$ cat src/rtl/mem_access_stage_pkg.sv
// Shared types and constants for the MEM pipeline stage.
// Holds the wait-FSM encoding, default timeout and the MEM/WB payload layout.
package mem_access_stage_pkg;

    typedef enum logic {
        ST_IDLE = 1'b0,
        ST_WAIT = 1'b1
    } mem_state_e;

    localparam int          DEFAULT_TIMEOUT = 16;
    localparam int          DEFAULT_CNT_W   = 5;
    localparam logic [31:0] LINK_OFFSET     = 32'd4;

    typedef struct packed {
        logic        memtoreg;
        logic        regwrite;
        logic [4:0]  rd;
        logic [31:0] alu_result;
        logic [31:0] read_data;
    } memwb_t;

    // jalr targets are always halfword aligned: bit 0 of the sum is discarded
    function automatic logic [31:0] jalr_target(input logic [31:0] sum);
        return {sum[31:1], 1'b0};
    endfunction

endpackage

$ cat src/rtl/mem_access_stage_if.sv
// Data-memory req/ack bus between the MEM stage (master) and the memory (slave).
// rdata is only meaningful in the cycle ack is high.
interface mem_access_stage_if;
    logic        req;
    logic        we;
    logic [31:0] addr;
    logic [31:0] wdata;
    logic [31:0] rdata;
    logic        ack;

    modport master (output req, we, addr, wdata, input rdata, ack);
    modport slave  (input req, we, addr, wdata, output rdata, ack);
endinterface

$ cat src/rtl/mem_access_stage_wait_ctrl.sv
// Wait FSM for one data-memory access: zero-wait in IDLE, else WAIT until ack or TIMEOUT.
// Latency: complete fires in the ack cycle; stall is combinational and drops in that same cycle.
module mem_wait_ctrl
    import mem_access_stage_pkg::*;
#(
    parameter int TIMEOUT = DEFAULT_TIMEOUT,
    parameter int CNT_W   = DEFAULT_CNT_W
) (
    input  logic clk,
    input  logic rst,
    input  logic mem_op,
    input  logic ack,
    output logic req,
    output logic stall,
    output logic complete,
    output logic timeout,
    output logic in_wait
);

    localparam logic [CNT_W-1:0] CNT_MAX = CNT_W'(TIMEOUT);

    mem_state_e       state, state_nxt;
    logic [CNT_W-1:0] cnt, cnt_nxt;

    always_ff @(posedge clk or posedge rst) begin
        if (rst) begin
            state <= ST_IDLE;
            cnt   <= '0;
        end else begin
            state <= state_nxt;
            cnt   <= cnt_nxt;
        end
    end

    always_comb begin
        state_nxt = state;
        cnt_nxt   = cnt;
        req       = 1'b0;
        stall     = 1'b0;
        complete  = 1'b0;
        timeout   = 1'b0;
        case (state)
            ST_IDLE: begin
                req = mem_op;
                if (mem_op) begin
                    if (ack) begin
                        complete = 1'b1;
                    end else begin
                        stall     = 1'b1;
                        state_nxt = ST_WAIT;
                        cnt_nxt   = CNT_W'(1);
                    end
                end
            end
            ST_WAIT: begin
                // the waiting op is the oldest in flight, so a flush never cancels it
                req = 1'b1;
                if (ack) begin
                    complete  = 1'b1;
                    state_nxt = ST_IDLE;
                    cnt_nxt   = '0;
                end else if (cnt == CNT_MAX) begin
                    complete  = 1'b1;
                    timeout   = 1'b1;
                    state_nxt = ST_IDLE;
                    cnt_nxt   = '0;
                end else begin
                    stall   = 1'b1;
                    cnt_nxt = cnt + CNT_W'(1);
                end
            end
            default: state_nxt = ST_IDLE;
        endcase
        // a reset mid-access withdraws the request immediately
        if (rst) begin
            req      = 1'b0;
            stall    = 1'b0;
            complete = 1'b0;
            timeout  = 1'b0;
        end
    end

    assign in_wait = (state == ST_WAIT);

endmodule

$ cat src/rtl/mem_access_stage.sv
// MEM stage: resolves branches/jumps, runs the data-memory access and registers MEM/WB.
// Latency: one cycle to MEM/WB after completion; stall_out freezes upstream while the access waits.
module mem_access_stage
    import mem_access_stage_pkg::*;
#(
    parameter int TIMEOUT = DEFAULT_TIMEOUT,
    parameter int CNT_W   = DEFAULT_CNT_W
) (
    input  logic                       clk,
    input  logic                       rst,
    input  logic                       flush_in,
    input  logic                       Ctl_MemtoReg_in,
    input  logic                       Ctl_RegWrite_in,
    input  logic                       Ctl_MemRead_in,
    input  logic                       Ctl_MemWrite_in,
    input  logic                       Ctl_Branch_in,
    input  logic                       jal_in,
    input  logic                       jalr_in,
    input  logic                       bne_in,
    input  logic                       Zero_in,
    input  logic [4:0]                 Rd_in,
    input  logic [31:0]                ALUresult_in,
    input  logic [31:0]                PCimm_in,
    input  logic [31:0]                ReadData2_in,
    input  logic [31:0]                PC_in,
    mem_access_stage_if.master         dmem,
    output logic                       stall_out,
    output logic                       PCSrc_out,
    output logic [31:0]                PCtarget_out,
    output logic                       flush_out,
    output logic                       err_out,
    output logic                       Ctl_MemtoReg_out,
    output logic                       Ctl_RegWrite_out,
    output logic [4:0]                 Rd_out,
    output logic [31:0]                ALUresult_out,
    output logic [31:0]                ReadData_out
);

    logic   mem_op;
    logic   req, stall, complete, timeout, in_wait;
    logic   taken, bubble;
    memwb_t memwb_d, memwb_q;

    assign mem_op = (Ctl_MemRead_in | Ctl_MemWrite_in) & ~flush_in;

    mem_wait_ctrl #(
        .TIMEOUT (TIMEOUT),
        .CNT_W   (CNT_W)
    ) u_wait_ctrl (
        .clk      (clk),
        .rst      (rst),
        .mem_op   (mem_op),
        .ack      (dmem.ack),
        .req      (req),
        .stall    (stall),
        .complete (complete),
        .timeout  (timeout),
        .in_wait  (in_wait)
    );

    // address, data and direction come straight from EX/MEM, which upstream holds during a stall
    assign dmem.req   = req;
    assign dmem.we    = ~rst & Ctl_MemWrite_in;
    assign dmem.addr  = ALUresult_in;
    assign dmem.wdata = ReadData2_in;
    assign stall_out  = stall;

    assign taken        = Ctl_Branch_in & (bne_in ? ~Zero_in : Zero_in);
    assign PCSrc_out    = ~rst & ~flush_in & (taken | jal_in | jalr_in);
    assign flush_out    = PCSrc_out;
    assign PCtarget_out = jalr_in ? jalr_target(ALUresult_in) : PCimm_in;

    always_comb begin
        memwb_d            = '0;
        memwb_d.memtoreg   = Ctl_MemtoReg_in;
        memwb_d.regwrite   = Ctl_RegWrite_in;
        memwb_d.rd         = Rd_in;
        memwb_d.alu_result = (jal_in | jalr_in) ? PC_in + LINK_OFFSET : ALUresult_in;
        memwb_d.read_data  = (Ctl_MemRead_in & complete & ~timeout) ? dmem.rdata : '0;
    end

    assign bubble = stall | (flush_in & ~in_wait);

    always_ff @(posedge clk or posedge rst) begin
        if (rst) begin
            memwb_q <= '0;
            err_out <= 1'b0;
        end else begin
            if (timeout) begin
                err_out <= 1'b1;
            end
            // bubbles only clear the control bits; stale data is harmless with RegWrite low
            if (bubble) begin
                memwb_q.regwrite <= 1'b0;
                memwb_q.memtoreg <= 1'b0;
            end else begin
                memwb_q <= memwb_d;
            end
        end
    end

    assign Ctl_MemtoReg_out = memwb_q.memtoreg;
    assign Ctl_RegWrite_out = memwb_q.regwrite;
    assign Rd_out           = memwb_q.rd;
    assign ALUresult_out    = memwb_q.alu_result;
    assign ReadData_out     = memwb_q.read_data;

endmodule

$ cat src/flat_wrapper.sv
// flat-port wrapper written by rule: the top's interface ports become plain ports
module mem_access_stage_flat import mem_access_stage_pkg::*;
#(
    parameter int TIMEOUT = DEFAULT_TIMEOUT,
    parameter int CNT_W   = DEFAULT_CNT_W
)
  (clk, rst, flush_in, Ctl_MemtoReg_in, Ctl_RegWrite_in, Ctl_MemRead_in, Ctl_MemWrite_in, Ctl_Branch_in, jal_in, jalr_in, bne_in, Zero_in, Rd_in, ALUresult_in, PCimm_in, ReadData2_in, PC_in, stall_out, PCSrc_out, PCtarget_out, flush_out, err_out, Ctl_MemtoReg_out, Ctl_RegWrite_out, Rd_out, ALUresult_out, ReadData_out, dmem_req, dmem_we, dmem_addr, dmem_wdata, dmem_rdata, dmem_ack);
  mem_access_stage_if dmem_i ();
  input  logic clk;
  input  logic rst;
  input  logic flush_in;
  input  logic Ctl_MemtoReg_in;
  input  logic Ctl_RegWrite_in;
  input  logic Ctl_MemRead_in;
  input  logic Ctl_MemWrite_in;
  input  logic Ctl_Branch_in;
  input  logic jal_in;
  input  logic jalr_in;
  input  logic bne_in;
  input  logic Zero_in;
  input  logic [4:0] Rd_in;
  input  logic [31:0] ALUresult_in;
  input  logic [31:0] PCimm_in;
  input  logic [31:0] ReadData2_in;
  input  logic [31:0] PC_in;
  output logic stall_out;
  output logic PCSrc_out;
  output logic [31:0] PCtarget_out;
  output logic flush_out;
  output logic err_out;
  output logic Ctl_MemtoReg_out;
  output logic Ctl_RegWrite_out;
  output logic [4:0] Rd_out;
  output logic [31:0] ALUresult_out;
  output logic [31:0] ReadData_out;
  output wire logic [$bits(dmem_i.req)-1:0] dmem_req;
  output wire logic [$bits(dmem_i.we)-1:0] dmem_we;
  output wire logic [$bits(dmem_i.addr)-1:0] dmem_addr;
  output wire logic [$bits(dmem_i.wdata)-1:0] dmem_wdata;
  input wire logic [$bits(dmem_i.rdata)-1:0] dmem_rdata;
  input wire logic [$bits(dmem_i.ack)-1:0] dmem_ack;
  assign dmem_req = dmem_i.req;
  assign dmem_we = dmem_i.we;
  assign dmem_addr = dmem_i.addr;
  assign dmem_wdata = dmem_i.wdata;
  assign dmem_i.rdata = dmem_rdata;
  assign dmem_i.ack = dmem_ack;
  mem_access_stage #(.TIMEOUT(TIMEOUT), .CNT_W(CNT_W)) u_core (.clk(clk), .rst(rst), .flush_in(flush_in), .Ctl_MemtoReg_in(Ctl_MemtoReg_in), .Ctl_RegWrite_in(Ctl_RegWrite_in), .Ctl_MemRead_in(Ctl_MemRead_in), .Ctl_MemWrite_in(Ctl_MemWrite_in), .Ctl_Branch_in(Ctl_Branch_in), .jal_in(jal_in), .jalr_in(jalr_in), .bne_in(bne_in), .Zero_in(Zero_in), .Rd_in(Rd_in), .ALUresult_in(ALUresult_in), .PCimm_in(PCimm_in), .ReadData2_in(ReadData2_in), .PC_in(PC_in), .dmem(dmem_i), .stall_out(stall_out), .PCSrc_out(PCSrc_out), .PCtarget_out(PCtarget_out), .flush_out(flush_out), .err_out(err_out), .Ctl_MemtoReg_out(Ctl_MemtoReg_out), .Ctl_RegWrite_out(Ctl_RegWrite_out), .Rd_out(Rd_out), .ALUresult_out(ALUresult_out), .ReadData_out(ReadData_out));
endmodule
$ cat config.mk
export PLATFORM = sky130hd
export DESIGN_NAME = mem_access_stage_flat
export DESIGN_NICKNAME = d
export VERILOG_FILES = /design/src/rtl/mem_access_stage_pkg.sv /design/src/rtl/mem_access_stage_if.sv /design/src/rtl/mem_access_stage_wait_ctrl.sv /design/src/rtl/mem_access_stage.sv /design/src/flat_wrapper.sv
export SDC_FILE = /design/constraint.sdc
export NUM_CORES = 1
export LEC_CHECK = 0
export BUFFER_PORTS_ARGS = -buffer_cell sky130_fd_sc_hd__buf_2
export CELL_PAD_IN_SITES_DETAIL_PLACEMENT = 1
export CELL_PAD_IN_SITES_GLOBAL_PLACEMENT = 1
export CORE_ASPECT_RATIO = 0.75
export CORE_MARGIN = 3
export CORE_UTILIZATION = 29
export DETAILED_ROUTE_END_ITERATION = 6
export MAX_ROUTING_LAYER = met4
export PLACE_DENSITY_LB_ADDON = 0.1
export SYNTH_ARGS = -nofsm -noshare
export SYNTH_HDL_FRONTEND = slang
export SYNTH_SLANG_ARGS = --single-unit
$ cat constraint.sdc
create_clock -name clk -period 3.05 [get_ports clk]
set_input_delay 0.4575 -clock clk [delete_from_list [all_inputs] [get_ports clk]]
set_output_delay 0.4575 -clock clk [all_outputs]
set_load 0.01 [all_outputs]
Word level (Yosys, flattened, before mapping)
Cells that the tools add are included.

$add $sub $neg: 2. Reductions and logical operators: 1. Equal/unequal tests: 3. Multipliers: 0. Shifts and indexed selects: 0. Muxes and demuxes: 27. Divide/modulo/power cells: 0. $lt $le $gt $ge: 0. Bitwise logic cells: 18.

Operators by type and width (count): $mux W32 (3); $add A32 B3 Y32 const B (1); $mux W5 (4); $mux W1 (15); $pmux W5 S2 (1); $and A1 B1 Y1 (8); $pmux W1 S2 (3); $add A5 B1 Y5 const B (1); $eq A5 B5 Y1 const B (1); $not A1 Y1 (5); $or A1 B1 Y1 (5); $ne A2 B2 Y1 const B (2); $mux W2 (1); $reduce_and A2 Y1 (1).

Bits in writable memories: 0. Memories kept: 0. Memory bits (read-only): 0. Flip-flop bits (word level): 78. Latch bits: 0.

Longest topological paths before layout
Gate-level depths: netlist of the first run.

Depth in word-level cells: 8. Gate-level depth with buffers: 10. Depth with buffers taken out: 7.

Hierarchy
A second synthesis of the first run with hierarchy kept.

Cell total of the unflattened synthesis: 503. Area total of the unflattened synthesis: 4749.6 um2.

By module, submodules not included: mem_access_stage (area each 4374.2 um2, sequential area each 1801.7 um2, cells an instance 465, times used 1); mem_wait_ctrl (area each 375.4 um2, sequential area each 150.1 um2, cells an instance 38, times used 1).

Worst setup path after synthesis of the first run
OpenSTA, ideal clock, no wires.

Path kind: input -> register. From: input port rst. To: register u_core.memwb_q (netlist bit u_core.ReadData_out[0]). Setup slack: -0.265 ns. Arrival time: 3.250 ns. Setup time: 0.065 ns. Cell stages on the path: 5. Path buffers: 2. Path through: clkbuf_1 inv_1 o2111a_1 clkbuf_1 a22o_1.

Cells in the longest elaborated chain, start to end: 4.

Ends and longest elaborated chain: from (decl) (RTL line flat_wrapper.sv:10) `input logic rst;`; $mux W1 (RTL line mem_access_stage_wait_ctrl.sv:75) `if (rst) begin`; $and A1 B1 Y1 / $not A1 Y1 (equally long branches) (RTL line mem_access_stage.sv:79) `memwb_d.read_data = (Ctl_MemRead_in & complete & ~timeout) ? dmem.rdata : '0;`; $and A1 B1 Y1 (RTL line mem_access_stage.sv:79); $mux W32 (RTL line mem_access_stage.sv:79); to (signal assigned) (RTL line mem_access_stage.sv:97) `memwb_q <= memwb_d;`; to (decl) (RTL line mem_access_stage.sv:42) `memwb_t memwb_d, memwb_q;`.

Several ways; a longest one is shown, not always the timed one. A chain may end at the register's enable or synchronous reset.

Final worst setup path of the first run
From: register u_core.u_wait_ctrl.cnt[0]. To: register u_core.memwb_q (netlist bit u_core.ALUresult_out[13]).

Cells in the longest elaborated chain, start to end: 6.

Ends and longest elaborated chain: from (decl) (RTL line mem_access_stage_wait_ctrl.sv:23) `logic [CNT_W-1:0] cnt, cnt_nxt;`; from (signal assigned) (RTL line mem_access_stage_wait_ctrl.sv:31) `cnt <= cnt_nxt;`; $eq A5 B5 Y1 (RTL line mem_access_stage_wait_ctrl.sv:62) `end else if (cnt == CNT_MAX) begin`; $mux W1 (RTL line mem_access_stage_wait_ctrl.sv:62); $mux W1 (RTL line mem_access_stage_wait_ctrl.sv:58) `if (ack) begin`; $pmux W1 S2 (RTL line mem_access_stage_wait_ctrl.sv:42) `case (state)`; $mux W1 (RTL line mem_access_stage_wait_ctrl.sv:75); $or A1 B1 Y1 (RTL line mem_access_stage.sv:82) `assign bubble = stall | (flush_in & ~in_wait);`.

Every way passes these cells.

==> reports/qor.json, run 1 <==
{
  "layout-area-overhead-vs-synth": {"value": 28.1, "unit": "%"},
  "detail_routed_net_length_per_standard_cell": {"value": 18.6, "unit": "um"},
  "power.density": {"value": 494, "unit": "nW/um^2"},
  "placement.io_buffers": {"value": 286},
  "clock_transition_at_the_registers_of_the_reported_paths": {"value": 60, "unit": "ps"},
  "cts_root_buf": {"value": "sky130_fd_sc_hd__clkbuf_16"},
  "period_share": {"value": 0.753},
  "routability_congestion_estimate_from_global_placement": {"value": 0.788},
  "vias_per_cell": {"value": 4.85},
  "detailed_route_drc_error_count": {"value": 0},
  "chipWidth": {"value": 155, "unit": "um"},
  "fin_util": {"value": 0.383},
  "synth_area": {"value": 4830, "unit": "sq um"},
  "synth_sequential_area_ratio": {"value": 0.404},
  "grt_antenna_before_repair": {"value": 2},
  "worstPathRequired": {"value": 3260, "unit": "ps"},
  "groute.usage.overall": {"value": 0.190},
  "status": {"value": "finished, final reports clean"},
  "die_height": {"value": 118, "unit": "um"},
  "drt_first_iter_violations": {"value": 169},
  "grt_pass1_wl": {"value": 26.9, "unit": "mm"},
  "asyncSetResetFlopFracSynth": {"value": 1.00},
  "critPathArrivalTime": {"value": 2500, "unit": "ps"},
  "placeableCoreArea": {"value": 16200, "unit": "sq um"},
  "dpl.hpwl": {"value": 13.4, "unit": "mm"},
  "min_period": {"value": 2300, "unit": "ps"},
  "critical_path_cell_by_cell": {"value": "inv_1, ha_1, and4bb_1, or3_1, o22a_1, buf_4, nand2_4, o211ai_1"},
  "area_of_the_multi_input_gates": {"value": 2160, "unit": "sq um"},
  "final-max-slew-violation-count": {"value": 0},
  "globalRouteOverflowTotal": {"value": 0},
  "fp-row-count": {"value": 40},
  "post_cts.repair.setup_buffers": {"value": 0},
  "design.final.nets": {"value": 890},
  "setup_repair_after_global_routing_missed_its_margin": {"value": "no"},
  "crit_family": {"value": "simple AND/OR/NAND/NOR gates"},
  "syn-instance-count": {"value": 500},
  "ys.flop_type": {"value": "sky130_fd_sc_hd__dfrtp_1"},
  "placement.cell_area": {"value": 5900, "unit": "sq um"},
  "cts-hold-fix-buffers": {"value": 0},
  "synth_edf_count": {"value": 0},
  "clock_sinks": {"value": 78},
  "worst_pin_slew": {"value": 1230, "unit": "ps"},
  "hold_path.class": {"value": "in -> reg"},
  "drv.max_cap_violation_count": {"value": 0},
  "synth.ff_latch_count": {"value": 78},
  "netlist-cell-type-count": {"value": 49},
  "fin_skew": {"value": 7.35, "unit": "ps"},
  "drive_gt1_frac": {"value": 0.497},
  "grt_start_max_net_pins": {"value": 80},
  "power_leakage": {"value": 3.12, "unit": "nW"},
  "clk-insertion-delay-late": {"value": 340, "unit": "ps"},
  "vdd_ir_drop_max": {"value": 0.225, "unit": "mV"},
  "detailedRoute.firstPassIterationCount": {"value": 4},
  "ctsLongestPathBuffers": {"value": 2},
  "cts-htree-levels": {"value": 3},
  "syn-num-nets": {"value": 681},
  "yosys_warnings": {"value": 0},
  "hold_violations": {"value": 0},
  "cts_made_buffers": {"value": 9},
  "timing.critical_path.slowest_stage_cell": {"value": "sky130_fd_sc_hd__or3_1"},
  "layout.filler_cells": {"value": 2013},
  "regArea": {"value": 1950, "unit": "sq um"},
  "worst-setup-path-type": {"value": "reg -> reg"},
  "crit_path_start_kind": {"value": "register"},
  "drt-total-wl": {"value": 17.2, "unit": "mm"},
  "tritoncts": {"value": "built"},
  "critical_path.n_buffers_inverters": {"value": 2},
  "first_global_vias": {"value": 4792},
  "postSynthAreaPerCell": {"value": 9.65, "unit": "sq um"},
  "endpoint_kind": {"value": "register"},
  "finalSetupTns": {"value": 0, "unit": "ps"},
  "final_setup_viols": {"value": 0},
  "drt.antenna.violating_nets": {"value": 0},
  "fmax": {"value": 0.436, "unit": "GHz"},
  "num_io_pins": {"value": 351},
  "cts_repair_resize_count": {"value": 0},
  "maxSlewHeadroom": {"value": 0.181},
  "routed-via-count": {"value": 4491},
  "floorplan.initialDensity": {"value": 0.299},
  "design_area": {"value": 6190, "unit": "sq um"},
  "crit_path_max_fanout": {"value": 36},
  "die_area": {"value": 18200, "unit": "sq um"},
  "timing.critical_path.slowest_cell_delay": {"value": 450, "unit": "ps"}
}
[path summary, 6_finish.rpt]
kind,from,to,slack [ps],cells past startpoint
max,u_core.u_wait_ctrl.cnt[0],u_core.ALUresult_out[13],750,8
min,Rd_in[4],u_core.Rd_out[4],310,3
max reg2reg,u_core.u_wait_ctrl.cnt[0],u_core.ALUresult_out[13],750,8
min reg2reg,u_core.Rd_out[3],u_core.Rd_out[3],470,2
max in group asynchronous,rst,u_core.ALUresult_out[19],1800,3
min in group asynchronous,rst,u_core.u_wait_ctrl.in_wait,570,3
[state kept, by name, indices dropped and copies added, names as in the netlist]
name                        cells
u_core.ALUresult_out           32
u_core.Ctl_MemtoReg_out         1
u_core.Ctl_RegWrite_out         1
u_core.Rd_out                   5
u_core.ReadData_out            32
u_core.err_out                  1
u_core.u_wait_ctrl.cnt          5
u_core.u_wait_ctrl.in_wait      1
[logic make-up (layout without fill, tap and decap cells)]
logic type | Yosys count | count (layout) | synth area share
DFF | 78 | 78 | 0.404
muxes | 34 | 34 | 0.0785
AOI/OAI and AO/OA | 102 | 102 | 0.153
xor gates and xnor gates | 25 | 25 | 0.0454
and+or+nand+nor | 156 | 156 | 0.161
other | 0 | 2 | 0
buffers and inverters | 102 | 316 | 0.150
adders and majority gates | 3 | 3 | 0.00778
[placed cells by master, fill, tap and decap left out, types with 3 or more instances in the layout]
cell	count
sky130_fd_sc_hd__a21oi_1	13
sky130_fd_sc_hd__a22o_1	32
sky130_fd_sc_hd__a31oi_1	3
sky130_fd_sc_hd__and2_1	5
sky130_fd_sc_hd__and3_1	3
sky130_fd_sc_hd__and4_1	3
sky130_fd_sc_hd__buf_2	286
sky130_fd_sc_hd__buf_4	5
sky130_fd_sc_hd__clkbuf_16	9
sky130_fd_sc_hd__clkinvlp_4	3
sky130_fd_sc_hd__dfrtp_1	78
sky130_fd_sc_hd__ha_1	3
sky130_fd_sc_hd__inv_1	7
sky130_fd_sc_hd__mux2_2	31
sky130_fd_sc_hd__mux2i_1	3
sky130_fd_sc_hd__nand2_1	56
sky130_fd_sc_hd__nand3_1	23
sky130_fd_sc_hd__nand4_1	4
sky130_fd_sc_hd__nor2_1	26
sky130_fd_sc_hd__nor2_2	3
sky130_fd_sc_hd__nor3_1	11
sky130_fd_sc_hd__nor4_1	6
sky130_fd_sc_hd__o211ai_1	9
sky130_fd_sc_hd__o21ai_0	24
sky130_fd_sc_hd__o21ai_1	5
sky130_fd_sc_hd__o22ai_2	3
sky130_fd_sc_hd__o31a_1	4
sky130_fd_sc_hd__xnor2_1	18
sky130_fd_sc_hd__xor2_1	7
[stage by stage]
step / total power, W / setup WS [ps] / hold WS (ps) / instances
after global placement: 0.00204 / 799 / 455 / 908
after global routing: 0.00325 / 548 / 298 / 926
after detailed placement: 0.00206 / 740 / 462 / 908
final: 0.00306 / 754 / 308 / 926
after floorplan: 0.00175 / 39.4 / 483 / 500
after CTS: 0.00312 / 716 / 292 / 924
[worst min-delay path, stage by stage]
cell	delay (ps)
sky130_fd_sc_hd__buf_2	70
sky130_fd_sc_hd__nand2_1	40
sky130_fd_sc_hd__nand2_1	50
[per-layer routing]
layer | share of wire | routed length [um] | vias up | global-route usage
met5 | 0 | 0 | - | -
met4 | 0.0065 | 112 | 0 | 0.0370
met3 | 0.068 | 1170 | 22 | 0.0540
met2 | 0.49 | 8370 | 168 | 0.313
met1 | 0.44 | 7550 | 2183 | 0.236
li1 | - | - | 2118 | -
[final cells by class]
class,count,share of cell area
Multi-Input combinational cell,320,0.349
Tap cell,210,0.0425
Timing Repair Buffer,292,0.241
Clock buffer,9,0.0364
Sequential cell,78,0.316
Inverter,8,0.00546
Clock inverter,7,0.00930
Antenna cell,2,0.000809
[synthesized netlist by cell type (4+ instances only)]
master                     instances  area, sq um
sky130_fd_sc_hd__dfrtp_1          78         1950
sky130_fd_sc_hd__buf_4            65          488
sky130_fd_sc_hd__nand2_1          56          210
sky130_fd_sc_hd__a22o_1           32          280
sky130_fd_sc_hd__mux2_2           31          349
sky130_fd_sc_hd__nor2_1           27          101
sky130_fd_sc_hd__o21ai_0          24          120
sky130_fd_sc_hd__nand3_1          23          115
sky130_fd_sc_hd__xnor2_1          18          158
sky130_fd_sc_hd__a21oi_1          13         65.1
sky130_fd_sc_hd__clkbuf_1         13         48.8
sky130_fd_sc_hd__buf_6            12          135
sky130_fd_sc_hd__nor3_1           11         55.1
sky130_fd_sc_hd__o211ai_1          9         67.6
sky130_fd_sc_hd__inv_1             8         30.0
sky130_fd_sc_hd__xor2_1            7         61.3
sky130_fd_sc_hd__nor4_1            6         37.5
sky130_fd_sc_hd__and2_1            5         31.3
sky130_fd_sc_hd__o21ai_1           5         25.0
sky130_fd_sc_hd__nand4_1           4         25.0
sky130_fd_sc_hd__o31a_1            4         35.0
[report_power, final]
group | internal (W) | leakage [nW] | switching (W)
clock | 0.000562 | 0.134 | 0.000475
combinational | 0.000339 | 1.98 | 0.000452
sequential | 0.00116 | 1.00 | 0.0000737
total | 0.00206 | 3.12 | 0.00100
(Power assumes the default switching activity.)
==> inputs of run 2 (changes only) <==
- CORE_UTILIZATION: 29 -> 26
- clock period: 3.05 -> 2.1 ns (I/O delays scaled with it)
==> run 2 against run 1 <==
Worst setup slack got worse by 720 ps. Design area rose by 5.0%. Via count rose by 1.7%. Final cell count rose by 5.6%. Fmax rose by 11%. Register-to-register slack got worse by 720 ps. Largest cell class unchanged. Sequential cell count did not move. Critical path type unchanged.
==> reports/qor.json, run 2 (synthesis gave the netlist of run 1 again) <==
{
  "total_power": {"value": 0.00461, "unit": "W", "change": "+51%"},
  "detailedRoute.firstPassIterationCount": {"value": 4, "change": "unchanged"},
  "clk-insertion-delay-late": {"value": 350, "unit": "ps", "change": "about the same"},
  "detail_routed_net_length_per_standard_cell": {"value": 18.6, "unit": "um", "change": "about the same"},
  "globalRouteOverflowTotal": {"value": 0, "change": "unchanged"},
  "num_io_pins": {"value": 351, "change": "unchanged"},
  "ctsLongestPathBuffers": {"value": 2, "change": "unchanged"},
  "drt_first_iter_violations": {"value": 114, "change": "-33%"},
  "critical_path.n_buffers_inverters": {"value": 4, "change": "+2"},
  "critPathArrivalTime": {"value": 2320, "unit": "ps", "change": "-180 ps"},
  "vdd_ir_drop_max": {"value": 0.365, "unit": "mV", "change": "+62%"},
  "maxSlewHeadroom": {"value": 0.502, "change": "+0.321"},
  "critical_path_cell_by_cell": {"value": "inv_1, ha_2, and4bb_1, or3_4, buf_6, o22ai_4, buf_12, clkbuf_16, nand2_1, o211ai_1"},
  "chipWidth": {"value": 163, "unit": "um", "change": "+5.4%"},
  "tritoncts": {"value": "built"},
  "design.final.nets": {"value": 908, "change": "+2.0%"},
  "layout-area-overhead-vs-synth": {"value": 34.5, "unit": "%"},
  "final_setup_viols": {"value": 0, "change": "unchanged"},
  "dpl.hpwl": {"value": 13.9, "unit": "mm", "change": "+3.3%"},
  "timing.critical_path.slowest_cell_delay": {"value": 420, "unit": "ps", "change": "-30 ps"},
  "drt-total-wl": {"value": 18.2, "unit": "mm", "change": "+5.7%"},
  "mostFrequentLayoutCell": {"value": "sky130_fd_sc_hd__buf_2"},
  "vias_per_cell": {"value": 4.67, "change": "-3.7%"},
  "status": {"value": "finished, final reports clean"},
  "min_period": {"value": 2070, "unit": "ps", "change": "-231 ps"},
  "finalSetupTns": {"value": 0, "unit": "ps", "change": "unchanged"},
  "hold_path.class": {"value": "in -> reg"},
  "final-max-slew-violation-count": {"value": 0, "change": "unchanged"},
  "endpoint_kind": {"value": "register"},
  "crit_path_start_kind": {"value": "register"},
  "drv.max_cap_violation_count": {"value": 0, "change": "unchanged"},
  "fp-row-count": {"value": 42, "change": "+5.0%"},
  "design_area": {"value": 6490, "unit": "sq um", "change": "+5.0%"},
  "placeableCoreArea": {"value": 17900, "unit": "sq um", "change": "+11%"},
  "clock_sinks": {"value": 78, "change": "unchanged"},
  "power_leakage": {"value": 3.25, "unit": "nW", "change": "+4.2%"},
  "placement.cell_area": {"value": 6010, "unit": "sq um", "change": "+1.9%"},
  "worstPathRequired": {"value": 2350, "unit": "ps", "change": "-910 ps"},
  "power.density": {"value": 710, "unit": "nW/um^2", "change": "+44%"},
  "cts_made_buffers": {"value": 9, "change": "unchanged"},
  "first_global_vias": {"value": 4679, "change": "-2.4%"},
  "drt.antenna.violating_nets": {"value": 0, "change": "unchanged"},
  "grt_antenna_before_repair": {"value": 4, "change": "+2"},
  "die_area": {"value": 20300, "unit": "sq um", "change": "+11%"},
  "routability_congestion_estimate_from_global_placement": {"value": 0.776, "change": "-1.5%"},
  "die_height": {"value": 124, "unit": "um", "change": "+5.3%"},
  "grt_pass1_wl": {"value": 26.0, "unit": "mm", "change": "-3.4%"},
  "worst-setup-path-type": {"value": "reg -> reg"},
  "timing.critical_path.slowest_stage_cell": {"value": "sky130_fd_sc_hd__or3_4"},
  "hold_violations": {"value": 0, "change": "unchanged"},
  "preCtsSetupSlack": {"value": 43.3, "unit": "ps", "change": "-696 ps"},
  "floorplan.initialDensity": {"value": 0.269, "change": "-0.0292"},
  "fin_skew": {"value": 7.71, "unit": "ps", "change": "+0.357 ps"},
  "placement.io_buffers": {"value": 286, "change": "unchanged"},
  "cts-htree-levels": {"value": 3, "change": "unchanged"},
  "crit_family": {"value": "simple AND/OR/NAND/NOR gates"},
  "drive_gt1_frac": {"value": 0.520, "change": "+0.0233"},
  "setup_ws": {"value": 34.4, "unit": "ps", "change": "-719 ps"},
  "period_share": {"value": 0.984, "change": "+0.231"},
  "grt_start_max_net_pins": {"value": 56, "change": "-30%"},
  "routed-via-count": {"value": 4566, "change": "+1.7%"},
  "crit_path_max_fanout": {"value": 9, "change": "-75%"},
  "worst_pin_slew": {"value": 746, "unit": "ps", "change": "-482 ps"},
  "detailed_route_drc_error_count": {"value": 0, "change": "unchanged"},
  "most-common-layout-cells": {"value": "286 x sky130_fd_sc_hd__buf_2, 78 x sky130_fd_sc_hd__dfrtp_1, 56 x sky130_fd_sc_hd__nand2_1, 32 x sky130_fd_sc_hd__a22o_1, 31 x sky130_fd_sc_hd__mux2_2"},
  "fmax": {"value": 0.484, "unit": "GHz", "change": "+11%"},
  "cts_root_buf": {"value": "sky130_fd_sc_hd__clkbuf_16"},
  "groute.usage.overall": {"value": 0.172, "change": "-0.0189"},
  "clock_transition_at_the_registers_of_the_reported_paths": {"value": 70, "unit": "ps", "change": "about the same"}
}
## run 2: changes by cell type in the layout (fill, tap and decap cells not counted), sizes merged
| cell | delta |
|---|---|
| buf | +15 |
| clkbuf | +3 |
| clkinvlp | -1 |
| clkinv | +1 |
| diode | +2 |
## run 2: final timing paths
path,startpoint,slack [ps],end,cells past startpoint
worst max-delay path,u_core.u_wait_ctrl.cnt[1],30,u_core.ALUresult_out[15],10
worst min-delay path,Rd_in[3],160,u_core.Rd_out[3],3
worst max register to register,u_core.u_wait_ctrl.cnt[1],30,u_core.ALUresult_out[15],10
worst min register to register,u_core.ALUresult_out[14],480,u_core.ALUresult_out[14],2
max in group asynchronous,rst,1260,u_core.Rd_out[1],3
min in group asynchronous,rst,180,u_core.err_out,3
## run 2: worst register-to-register path, stage by stage (launching register included)
cell and delay (ps):
sky130_fd_sc_hd__dfrtp_1 340, sky130_fd_sc_hd__inv_1 50, sky130_fd_sc_hd__ha_2 170, sky130_fd_sc_hd__and4bb_1 200, sky130_fd_sc_hd__or3_4 420, sky130_fd_sc_hd__buf_6 140, sky130_fd_sc_hd__o22ai_4 160, sky130_fd_sc_hd__buf_12 180
sky130_fd_sc_hd__clkbuf_16 170, sky130_fd_sc_hd__nand2_1 60, sky130_fd_sc_hd__o211ai_1 80
## run 2: stage by stage
step                hold WS [ps]  std cells   util
floorplan                    381        500      -
global placement             459        949  0.335
detailed placement           455        949  0.335
CTS                          139        965  0.352
global route                 146        978  0.362
finish                       160        978  0.362
## run 2: report_power, final
group	switching [W]	internal, W
Clock	0.000715	0.000826
Sequential	0.0000951	0.00168
Combinational	0.000709	0.000584
## run 2: area by class of cell
class	instances	area (sq um)
Clock buffer	9	225
Sequential cell	78	1950
Fill cell	2171	11400
Inverter	8	33.8
Multi-Input combinational cell	320	2190
Antenna cell	4	10.0
Tap cell	242	303
Timing Repair Buffer	310	1710
Clock inverter	7	67.6
## run 2: per-layer routing
layer	vias to the layer above	global-route usage	wire, um
met5	-	-	0
met4	0	0.0438	202
met3	22	0.0489	1370
met2	174	0.280	8680
met1	2201	0.211	7920
li1	2169	-	-
## run 2: repair_timing
action	in CTS	in global routing
endpoints found under the setup margin	0	71
buffers inserted	0	5
hold buffers	0	0
gates resized for setup	0	12
